<file path="src/rtl/instr_encode_loader.sv">
// Instruction encoder and program loader: packs decoded instruction fields into
// 32-bit words and writes them to consecutive instruction-memory locations.
module instr_encode_loader #(
  parameter int ADDR_WIDTH = 8
) (
  input  logic                  clk,
  input  logic                  rst_n,
  input  logic                  start,
  input  logic                  finish,
  input  logic                  in_valid,
  output logic                  in_ready,
  input  logic [1:0]            fmt,
  input  logic [4:0]            opcode,
  input  logic [3:0]            rd,
  input  logic [3:0]            rs1,
  input  logic [3:0]            rs2,
  input  logic [17:0]           imm18,
  input  logic [26:0]           offset,
  output logic                  mem_we,
  output logic [ADDR_WIDTH-1:0] mem_addr,
  output logic [31:0]           mem_wdata,
  output logic [ADDR_WIDTH:0]   word_count,
  output logic                  full,
  output logic                  done,
  output logic                  err_illegal
);

  localparam logic [ADDR_WIDTH:0] DEPTH_C = {1'b1, {ADDR_WIDTH{1'b0}}};
  localparam logic [ADDR_WIDTH:0] LAST_C  = DEPTH_C - 1'b1;

  localparam logic [1:0] FMT_R   = 2'b00;
  localparam logic [1:0] FMT_I   = 2'b01;
  localparam logic [1:0] FMT_B   = 2'b10;

  typedef enum logic [1:0] {
    S_IDLE  = 2'd0,
    S_LOAD  = 2'd1,
    S_DRAIN = 2'd2,
    S_DONE  = 2'd3
  } state_t;

  state_t                r_state;
  state_t                w_next;
  logic [ADDR_WIDTH:0]   r_acc_cnt;
  logic [ADDR_WIDTH:0]   r_word_count;
  logic                  r_mem_we;
  logic [ADDR_WIDTH-1:0] r_mem_addr;
  logic [31:0]           r_mem_wdata;
  logic                  r_err_illegal;

  logic                  w_ready;
  logic                  w_accept;
  logic                  w_legal;
  logic                  w_illegal;
  logic                  w_enter_load;
  logic [31:0]           w_encoded;

  function automatic logic [31:0] encode(
    input logic [1:0]  f,
    input logic [4:0]  op,
    input logic [3:0]  r_d,
    input logic [3:0]  r_s1,
    input logic [3:0]  r_s2,
    input logic [17:0] imm,
    input logic [26:0] off
  );
    logic [31:0] word;
    word = 32'h0;
    case (f)
      FMT_R:   word = {op, 1'b0, r_d, r_s1, r_s2, 14'b0};
      FMT_I:   word = {op, 1'b1, r_d, r_s1, imm};
      FMT_B:   word = {op, off};
      default: word = 32'h0;
    endcase
    return word;
  endfunction

  assign w_ready      = (r_state == S_LOAD) && (r_acc_cnt < DEPTH_C);
  assign w_accept     = in_valid && w_ready;
  assign w_legal      = w_accept && (fmt != 2'b11);
  assign w_illegal    = w_accept && (fmt == 2'b11);
  assign w_enter_load = start && ((r_state == S_IDLE) || (r_state == S_DONE));
  assign w_encoded    = encode(fmt, opcode, rd, rs1, rs2, imm18, offset);

  always_comb begin
    w_next = r_state;
    case (r_state)
      S_IDLE:  if (start) w_next = S_LOAD;
      // The accept that fills the last location closes the session on its own.
      S_LOAD:  if (finish || (w_legal && (r_acc_cnt == LAST_C))) w_next = S_DRAIN;
      S_DRAIN: w_next = S_DONE;
      S_DONE:  if (start) w_next = S_LOAD;
      default: w_next = S_IDLE;
    endcase
  end

  always_ff @(posedge clk) begin
    if (!rst_n) begin
      r_state       <= S_IDLE;
      r_mem_we      <= 1'b0;
      r_err_illegal <= 1'b0;
      r_mem_addr    <= '0;
      r_mem_wdata   <= '0;
    end else begin
      r_state       <= w_next;
      r_mem_we      <= w_legal;
      r_err_illegal <= w_illegal;
      if (w_legal) begin
        r_mem_addr  <= r_acc_cnt[ADDR_WIDTH-1:0];
        r_mem_wdata <= w_encoded;
      end
    end
  end

  // Counters restart on every LOAD entry; a write strobe is never pending then.
  always_ff @(posedge clk) begin
    if (!rst_n) begin
      r_acc_cnt    <= '0;
      r_word_count <= '0;
    end else if (w_enter_load) begin
      r_acc_cnt    <= '0;
      r_word_count <= '0;
    end else begin
      if (w_legal)  r_acc_cnt    <= r_acc_cnt + 1'b1;
      if (r_mem_we) r_word_count <= r_word_count + 1'b1;
    end
  end

  assign in_ready    = w_ready;
  assign mem_we      = r_mem_we;
  assign mem_addr    = r_mem_addr;
  assign mem_wdata   = r_mem_wdata;
  assign word_count  = r_word_count;
  assign full        = (r_word_count == DEPTH_C);
  assign done        = (r_state == S_DONE);
  assign err_illegal = r_err_illegal;

endmodule

</file>
<file path="config.mk">
export PLATFORM = sky130hd
export DESIGN_NAME = instr_encode_loader
export DESIGN_NICKNAME = d
export VERILOG_FILES = /design/src/rtl/instr_encode_loader.sv
export SDC_FILE = /design/constraint.sdc
export NUM_CORES = 1
export LEC_CHECK = 0
export BUFFER_PORTS_ARGS = -buffer_cell sky130_fd_sc_hd__buf_2
export CORE_AREA = 2 2 74 83
export CTS_BUF_LIST = sky130_fd_sc_hd__clkbuf_8
export CTS_CLUSTER_DIAMETER = 80
export DETAILED_ROUTE_END_ITERATION = 16
export DIE_AREA = 0 0 76 85
export MAX_ROUTING_LAYER = met4
export PLACE_DENSITY = 0.94
export SLEW_MARGIN = 15
export SYNTH_ARGS = -nofsm -noshare
export SYNTH_HDL_FRONTEND = slang
export SYNTH_SLANG_ARGS = --single-unit
</file>
<file path="constraint.sdc">
create_clock -name clk -period 3 [get_ports clk]
set_input_delay 0.6 -clock clk [delete_from_list [all_inputs] [get_ports clk]]
set_output_delay 0.6 -clock clk [all_outputs]
set_load 0.01 [all_outputs]
</file>
# Yosys cells after proc, flatten, opt, wreduce, memory -nomap -nowiden
# Index checks and enable logic that the tools add are counted.
# W data, S select, Z words.
[word_totals] out_inout_bits=54 word_cells=39 register_bits=62 inputBits=69
[op_classes] n_bitwise=1 mux=4 eq_ne=11 order_cmp=1 addsub=2 n_reduce_logical=13
[op_table] op="$pmux W32 S3" count=1
[op_table] op="$add A9 B1 Y9 const B" count=2
[op_table] op="$eq A9 B8 Y1 const B" count=1
[op_table] op="$eq A9 B9 Y1 const B" count=1
[op_table] op="$lt A9 B9 Y1 const B" count=1
[op_table] op="$eq A2 B2 Y1 const B" count=4
[op_table] op="$logic_and A1 B1 Y1" count=6
[op_table] op="$pmux W2 S3" count=1
[op_table] op="$eq A2 B1 Y1 const B" count=2
[op_table] op="$logic_not A2 Y1" count=2
[op_table] op="$mux W2" count=2
[op_table] op="$ne A2 B1 Y1 const B" count=2
[op_table] op="$reduce_or A2 Y1" count=2
[op_table] op="$logic_or A1 B1 Y1" count=2
[op_table] op="$ne A2 B2 Y1 const B" count=1
[op_table] op="$reduce_and A2 Y1" count=1
[op_table] op="$not A1 Y1" count=1

# Longest topological paths before layout
# Gate-level depths: netlist of the first run.
[logic_depth] word_depth=8 mapped_depth=7 ltp_nobuf=6

# Worst setup path after synthesis of the first run
# No wires, ideal clock.
[synth_timing] kind="register to output" start="reg r_word_count[0], in the netlist word_count[0]" end="out full" path_slack_ns=1.367 stages_incl_launch_ff=5 t_arrival_ns=1.033 path_buffers=0 cell_sequence="dfxtp_1 inv_1 ha_1 nor4b_1 and4b_1"
[synth_via] elab_chain_cells=1
[synth_rtl] element="from (decl)" line_no="45" rtl="logic [ADDR_WIDTH:0] r_word_count;"
[synth_rtl] element="from (signal assigned)" line_no="125" rtl="if (r_mem_we) r_word_count <= r_word_count + 1'b1;"
[synth_rtl] element="$eq A9 B9 Y1" line_no="134" rtl="assign full = (r_word_count == DEPTH_C);"
[synth_rtl] element="to (decl)" line_no="23" rtl="output logic full,"
# Every way passes these cells.

# Worst setup path after layout of the first run
# Same ends and word-level chain as after synthesis.

==> results of run 1 <==
[how the worst min path moves through the flow]
stage,startpoint,endpoint,slack [ns],depth (start not counted)
floorplan,r_acc_cnt[6],r_acc_cnt[6],0.46,2
global placement,mem_wdata[29],mem_wdata[29],0.46,2
detailed placement,mem_addr[7],mem_addr[7],0.47,2
CTS,mem_addr[7],mem_addr[7],0.48,2
global route,mem_wdata[29],mem_wdata[29],0.50,2
finish,mem_addr[7],mem_addr[7],0.48,2
[layer usage]
metal  global-route usage  up-vias
met4               0.0992        0
met5                    -        -
met2                0.399      135
met3               0.0511        8
li1                     -     1446
met1                0.266     1333
[logic make-up after synthesis]
kind of cell / Yosys count / synth area share
DFF: 62 / 0.427
adders and majority gates: 6 / 0.0258
and+or+nand+nor: 85 / 0.170
xor gates and xnor gates: 4 / 0.0121
muxes: 9 / 0.0327
AOI/OAI and AO/OA: 127 / 0.274
buffers and inverters: 36 / 0.0585
[area by class of cell]
| cell class | count | area, um2 | share of cell area |
|---|---|---|---|
| inverters | 6 | 22.5 | 0.00604 |
| clock buffers | 13 | 179 | 0.0480 |
| well taps | 77 | 96.3 | 0.0258 |
| multi-input cells | 231 | 1500 | 0.401 |
| flip-flops and latches | 62 | 1240 | 0.333 |
| clock inverters | 3 | 40.0 | 0.0107 |
| repair buffers | 128 | 656 | 0.176 |
[state kept, by name, indices dropped and copies added (netlist names)]
register,flops
mem_wdata,32
r_acc_cnt,9
word_count,9
mem_addr,8
r_state,2
err_illegal,1
mem_we,1
[power groups by stage]
stage	Sequential, W	Combinational, W	Clock (W)
after floorplan	0.00102	0.000379	0
after global placement	0.000993	0.000583	0
after detailed placement	0.000994	0.000607	0
after CTS	0.000980	0.000607	0.000788
after global routing	0.000991	0.000667	0.000830
final	0.000981	0.000602	0.000781
[per-stage QoR]
stage               setup WS, ns  hold slack, ns
floorplan                   1.37           0.456
global placement           0.912           0.460
detailed placement         0.863           0.466
CTS                        0.877           0.475
global route               0.796           0.496
finish                     0.874           0.476
[worst min-delay path: stages (launching register included)]
cell     delay (ns)
dfxtp_1        0.31
o21ai_0        0.06
a21oi_1        0.06
[cell usage in the layout (no fill, tap or decap), types with 2 or more instances in the layout]
cell / instances
a211oi_1: 24
a21oi_1: 52
a22oi_1: 14
a31oi_1: 2
and3b_1: 2
buf_2: 122
buf_4: 6
clkbuf_8: 13
clkinv_2: 2
dfxtp_1: 62
ha_1: 6
inv_1: 6
mux2_2: 4
mux2i_1: 5
nand2_1: 11
nand2b_1: 7
nand3_1: 19
nand4_1: 8
nor2_1: 7
nor2b_1: 9
nor3_1: 2
nor4_1: 3
o21ai_0: 20
o221a_2: 4
o22a_1: 4
o31ai_1: 2
or2b_1: 2
or3_1: 5
or4_1: 3
xor2_1: 3
==> metrics.cfg, run 1 <==
[placed_design]
portBuffers=122
gp_congestion=0.895
postPlaceCellArea_um2=3510
placed_cells=504
dp_hpwl_um=5160

[die]
start_util=0.517
io_pins=123
die-width_um=76
dieArea_um2=6460
coreArea_um2=5620
fp-row-count=29
die_h_um=85

[logic_synthesis]
netlist_top_cells_count=62 x dfxtp_1, 52 x a21oi_1, 24 x a211oi_1
ys_types=44
synth_seq_cells=62
synth_flop_cell=dfxtp_1
syn_nets=404
synth_area_um2=2910
yosysWarnings=0
synth_edf_count=0
synth_largest_area_cell=dfxtp_1
synth.most_common_cell=dfxtp_1
synth_top_area_frac=0.427
synthCells=329
yosys-top-cells-area=dfxtp_1 43%, a21oi_1 9.0%, a211oi_1 6.2%, a22oi_1 3.6%, o21ai_0 3.4%
syn_avg_cell_area_um2=8.83
synthArstFlopShare=0
ys_seq_area_frac=0.427

[drt]
route.met3.wl_um=491
routed-via-count=2922
drt-total-wl_um=7290
wl_met1_um=3020
routedWlPerCell_um=14.0
firstDrtPassIters=5
top_layer_used=met4
drc=0
drtAntennaViolNets=0
drt_iter0_markers=180
vias_per_cell=5.62
wl_met2_um=3700

[timing]
setup_viol=0
rsz0062_at_grt=no
timing.final.crit_share=0.709
slew_violations=0
tightest_slew_ns=0.720
finalCriticalPeriod_ns=2.13
fin_skew_ns=0.00826
slew_headroom=0.519
hold_viol=0
fmax_mhz=470
setup_tns_ns=0

[setup_path]
r2r-start=r_state[0]
r2r.worst_path.cells=5
startpoint=word_count[0]
slowest_delay_ns=0.47
path_cells=inv_1 -> ha_1 -> nor4b_1 -> and4b_1 -> buf_2
cpMaxStageDelayCell=dfxtp_1
worstSetupPathType=reg2out
startpoint_type=flop
setup.worst_path.end=full
r2r_end=mem_wdata[3]
endpoint_kind=output port
path_delay_family=flip-flops
crit_fanout=7
critPathBufInv=2
cp.required_ns=2.40
rrSetupSlack_ns=0.97
crit_cells=5
critPathArrivalTime_ns=1.53

[final_layout]
final_cells=520
final_cell_area_um2=3730
area_delta_synth_final_pct=28.3
num-fill-cells=461
diodes=0
finalNetCount=513
drive_gt1_frac=0.352
utilization=0.663

[pwr]
seqPwrFrac=0.415
peakVddDrop_uv=407
clockPowerShare=0.330
p_int_w=0.00164
leakagePower_nw=1.59
p_per_area_nw_per_um2=634
power.switching_w=0.000720
finalPower_w=0.00236
combinationalPowerShare=0.255
switching_share=0.305

[clock_network]
clock_sinks=62
postCtsSetupBuffers=0
cts_hold_buf=0
clockBufferDepth=2
cts_resized=0
htree_num_levels=3
numCtsBuffers=9
clk_pin_slew_ns=0.06
cts_root_buf=clkbuf_8
cts_tree=built
clk_latency_ns=0.34

[flow_run]
cap_violations=0

[grt]
track_usage=0.233
grt_overflow=0
antenna_found_initial=0
grt_pass1_wl_um=12000
grt_pass1_vias=2748
grt_max_degree=38

[run_status]
status=completed

[min_path]
hold_class=reg2reg

(Power assumes the default switching activity.)
==> run 2: changes to the inputs <==
--- a/config.mk
+++ b/config.mk
@@ -6,13 +6,13 @@
 export NUM_CORES = 1
 export LEC_CHECK = 0
 export BUFFER_PORTS_ARGS = -buffer_cell sky130_fd_sc_hd__buf_2
-export CORE_AREA = 2 2 74 83
+export CORE_AREA = 2 2 77 86
 export CTS_BUF_LIST = sky130_fd_sc_hd__clkbuf_8
 export CTS_CLUSTER_DIAMETER = 80
 export DETAILED_ROUTE_END_ITERATION = 16
-export DIE_AREA = 0 0 76 85
+export DIE_AREA = 0 0 79 88
 export MAX_ROUTING_LAYER = met4
-export PLACE_DENSITY = 0.94
+export PLACE_DENSITY = 0.88
 export SLEW_MARGIN = 15
 export SYNTH_ARGS = -nofsm -noshare
 export SYNTH_HDL_FRONTEND = slang
==> constraint.sdc (replaced) <==
create_clock -name clk -period 2.1 [get_ports clk]
set_input_delay 0.42 -clock clk [delete_from_list [all_inputs] [get_ports clk]]
set_output_delay 0.42 -clock clk [all_outputs]
set_load 0.01 [all_outputs]
==> run 2 against run 1 <==
  * Clock skew up 0.0013 ns
  * Combinational power rose by 51%
  * Worst hold slack got worse by 0.16 ns
  * Setup slack lost 0.76 ns
  * Flip-flop and latch count unchanged
  * Wire length up 6.8%
  * Cell area up 1.7%
  * Sequential share of layout area down 0.56 points
  * Register-to-register slack worse by 0.67 ns
  * Sequential power is 43% higher
  * Via count up 1.5%
  * Critical endpoint unchanged
==> metrics.cfg, run 2 (synthesis gave the netlist of run 1 again) <==
[run_status]
status=completed

[setup_path]
critPathBufInv=2
critPathArrivalTime_ns=1.57
r2r-start=r_state[1]
path_cells=inv_1 -> ha_1 -> nor4b_2 -> and4b_1 -> buf_2
cp.required_ns=1.68
startpoint_type=flop
slowest_delay_ns=0.47
rrSetupSlack_ns=0.30
endpoint_kind=output port
path_delay_family=flip-flops
worstSetupPathType=reg2out
r2r_end=r_acc_cnt[4]
cpMaxStageDelayCell=dfxtp_1
crit_fanout=7
r2r.worst_path.cells=5

[placed_design]
dp_hpwl_um=5630
place_ws_ns=0.338
placed_cells=512
portBuffers=122
gp_congestion=0.896

[min_path]
whs_path_depth=3
whs_endpoint=mem_wdata[28]
hold_start=opcode[1]
hold_class=in2reg

[drt]
drt-total-wl_um=7780
routedWlPerCell_um=14.7
drc=0
firstDrtPassIters=5
drt_iter0_markers=165
drtAntennaViolNets=0
routed-via-count=2966
vias_per_cell=5.62

[final_layout]
final_cells=528
layout_common_cells=122 x buf_2, 62 x dfxtp_1, 52 x a21oi_1, 24 x a211oi_1, 20 x o21ai_0
largest_reg_flops=32
finalNetCount=518
num-fill-cells=540
multi_input_area_um2=1500
diodes=0
final_common_cell=buf_2
regArea_um2=1240
drive_gt1_frac=0.362
area_delta_synth_final_pct=30.5

[timing]
setup_viol=0
slew_violations=0
tightest_slew_ns=0.454
slew_headroom=0.698
finalCriticalPeriod_ns=1.99
fin_skew_ns=0.00960
setup_tns_ns=0
hold_viol=0
holdWs_ns=0.319
fin_ws_ns=0.113
timing.final.crit_share=0.946
fmax_mhz=503
rsz0062_at_grt=no

[flow_run]
cap_violations=0

[pwr]
peakVddDrop_uv=538
p_per_area_nw_per_um2=917
finalPower_w=0.00348
leakagePower_nw=1.62

[die]
dieArea_um2=6950
die-width_um=79
start_util=0.478
coreArea_um2=6080
fp-row-count=30
io_pins=123
die_h_um=88

[grt]
grt_pass1_vias=2679
grt_overflow=0
grt_max_degree=33
grt_pass1_wl_um=12500
track_usage=0.236
use_met3=0.0495
met2_usage=0.394
antenna_found_initial=0
top_usage_layer=met2
gr-usage-met1=0.268

[clock_network]
postCtsSetupBuffers=0
clock_sinks=62
htree_num_levels=3
numCtsBuffers=9
clockBufferDepth=2
clk_latency_ns=0.34
clk_pin_slew_ns=0.07
cts_root_buf=clkbuf_8
cts_hold_buf=0
cts_tree=built

-- run 2: cell types whose count changed in the layout (fill, tap and decap cells not counted), sizes merged --
cell and delta:
buf +5, bufinv +1, clkbuf -3, clkinvlp +2
-- run 2: timing repair --
item                                    in CTS  in global routing
resized for setup                            0                  1
endpoints found under the hold margin        0                  0
endpoints found under the setup margin       0                  1
-- run 2: routing by layer --
| layer | part of all wire | vias up |
|---|---|---|
| met1 | 0.40 | 1372 |
| met4 | 0.022 | 0 |
| met2 | 0.51 | 120 |
| met5 | 0 | - |
| li1 | - | 1459 |
| met3 | 0.062 | 15 |
-- run 2: stage by stage --
stage | util | area [um2]
6_report | 0.624 | 3790
3_3_place_gp | 0.586 | 3560
2_1_floorplan | - | 2910
5_1_grt | 0.624 | 3790
3_5_place_dp | 0.586 | 3560
4_1_cts | 0.623 | 3790
-- run 2: worst max-delay path by stage --
stage,start,endpoint,slack (ns),cells after the start
2_1_floorplan,r_acc_cnt[0],r_acc_cnt[8],0.59,6
3_3_place_gp,r_state[0],r_acc_cnt[3],0.43,4
3_5_place_dp,r_state[0],r_acc_cnt[3],0.34,4
4_1_cts,word_count[0],full,0.12,5
5_1_grt,word_count[0],full,0.01,5
6_report,word_count[0],full,0.11,5
-- run 2: worst register-to-register path, cell delays in order (launching register included) --
cell      delay (ns)
dfxtp_1         0.33
inv_1           0.09
ha_1            0.28
nand3b_4        0.31
or4_1           0.58
a21oi_1         0.14
-- run 2: area by class of cell --
cell class / instances / area share
Multi-Input combinational cell: 231 / 0.396
Sequential cell: 62 / 0.327
Timing Repair Buffer: 133 / 0.186
Clock buffer: 10 / 0.0363
Tap cell: 80 / 0.0264
Clock inverter: 6 / 0.0224
Inverter: 6 / 0.00594
-- run 2: power by group --
part           internal, W  switching, W
Clock             0.000696      0.000473
Combinational     0.000389      0.000520
Sequential         0.00131     0.0000884
Total              0.00240       0.00108
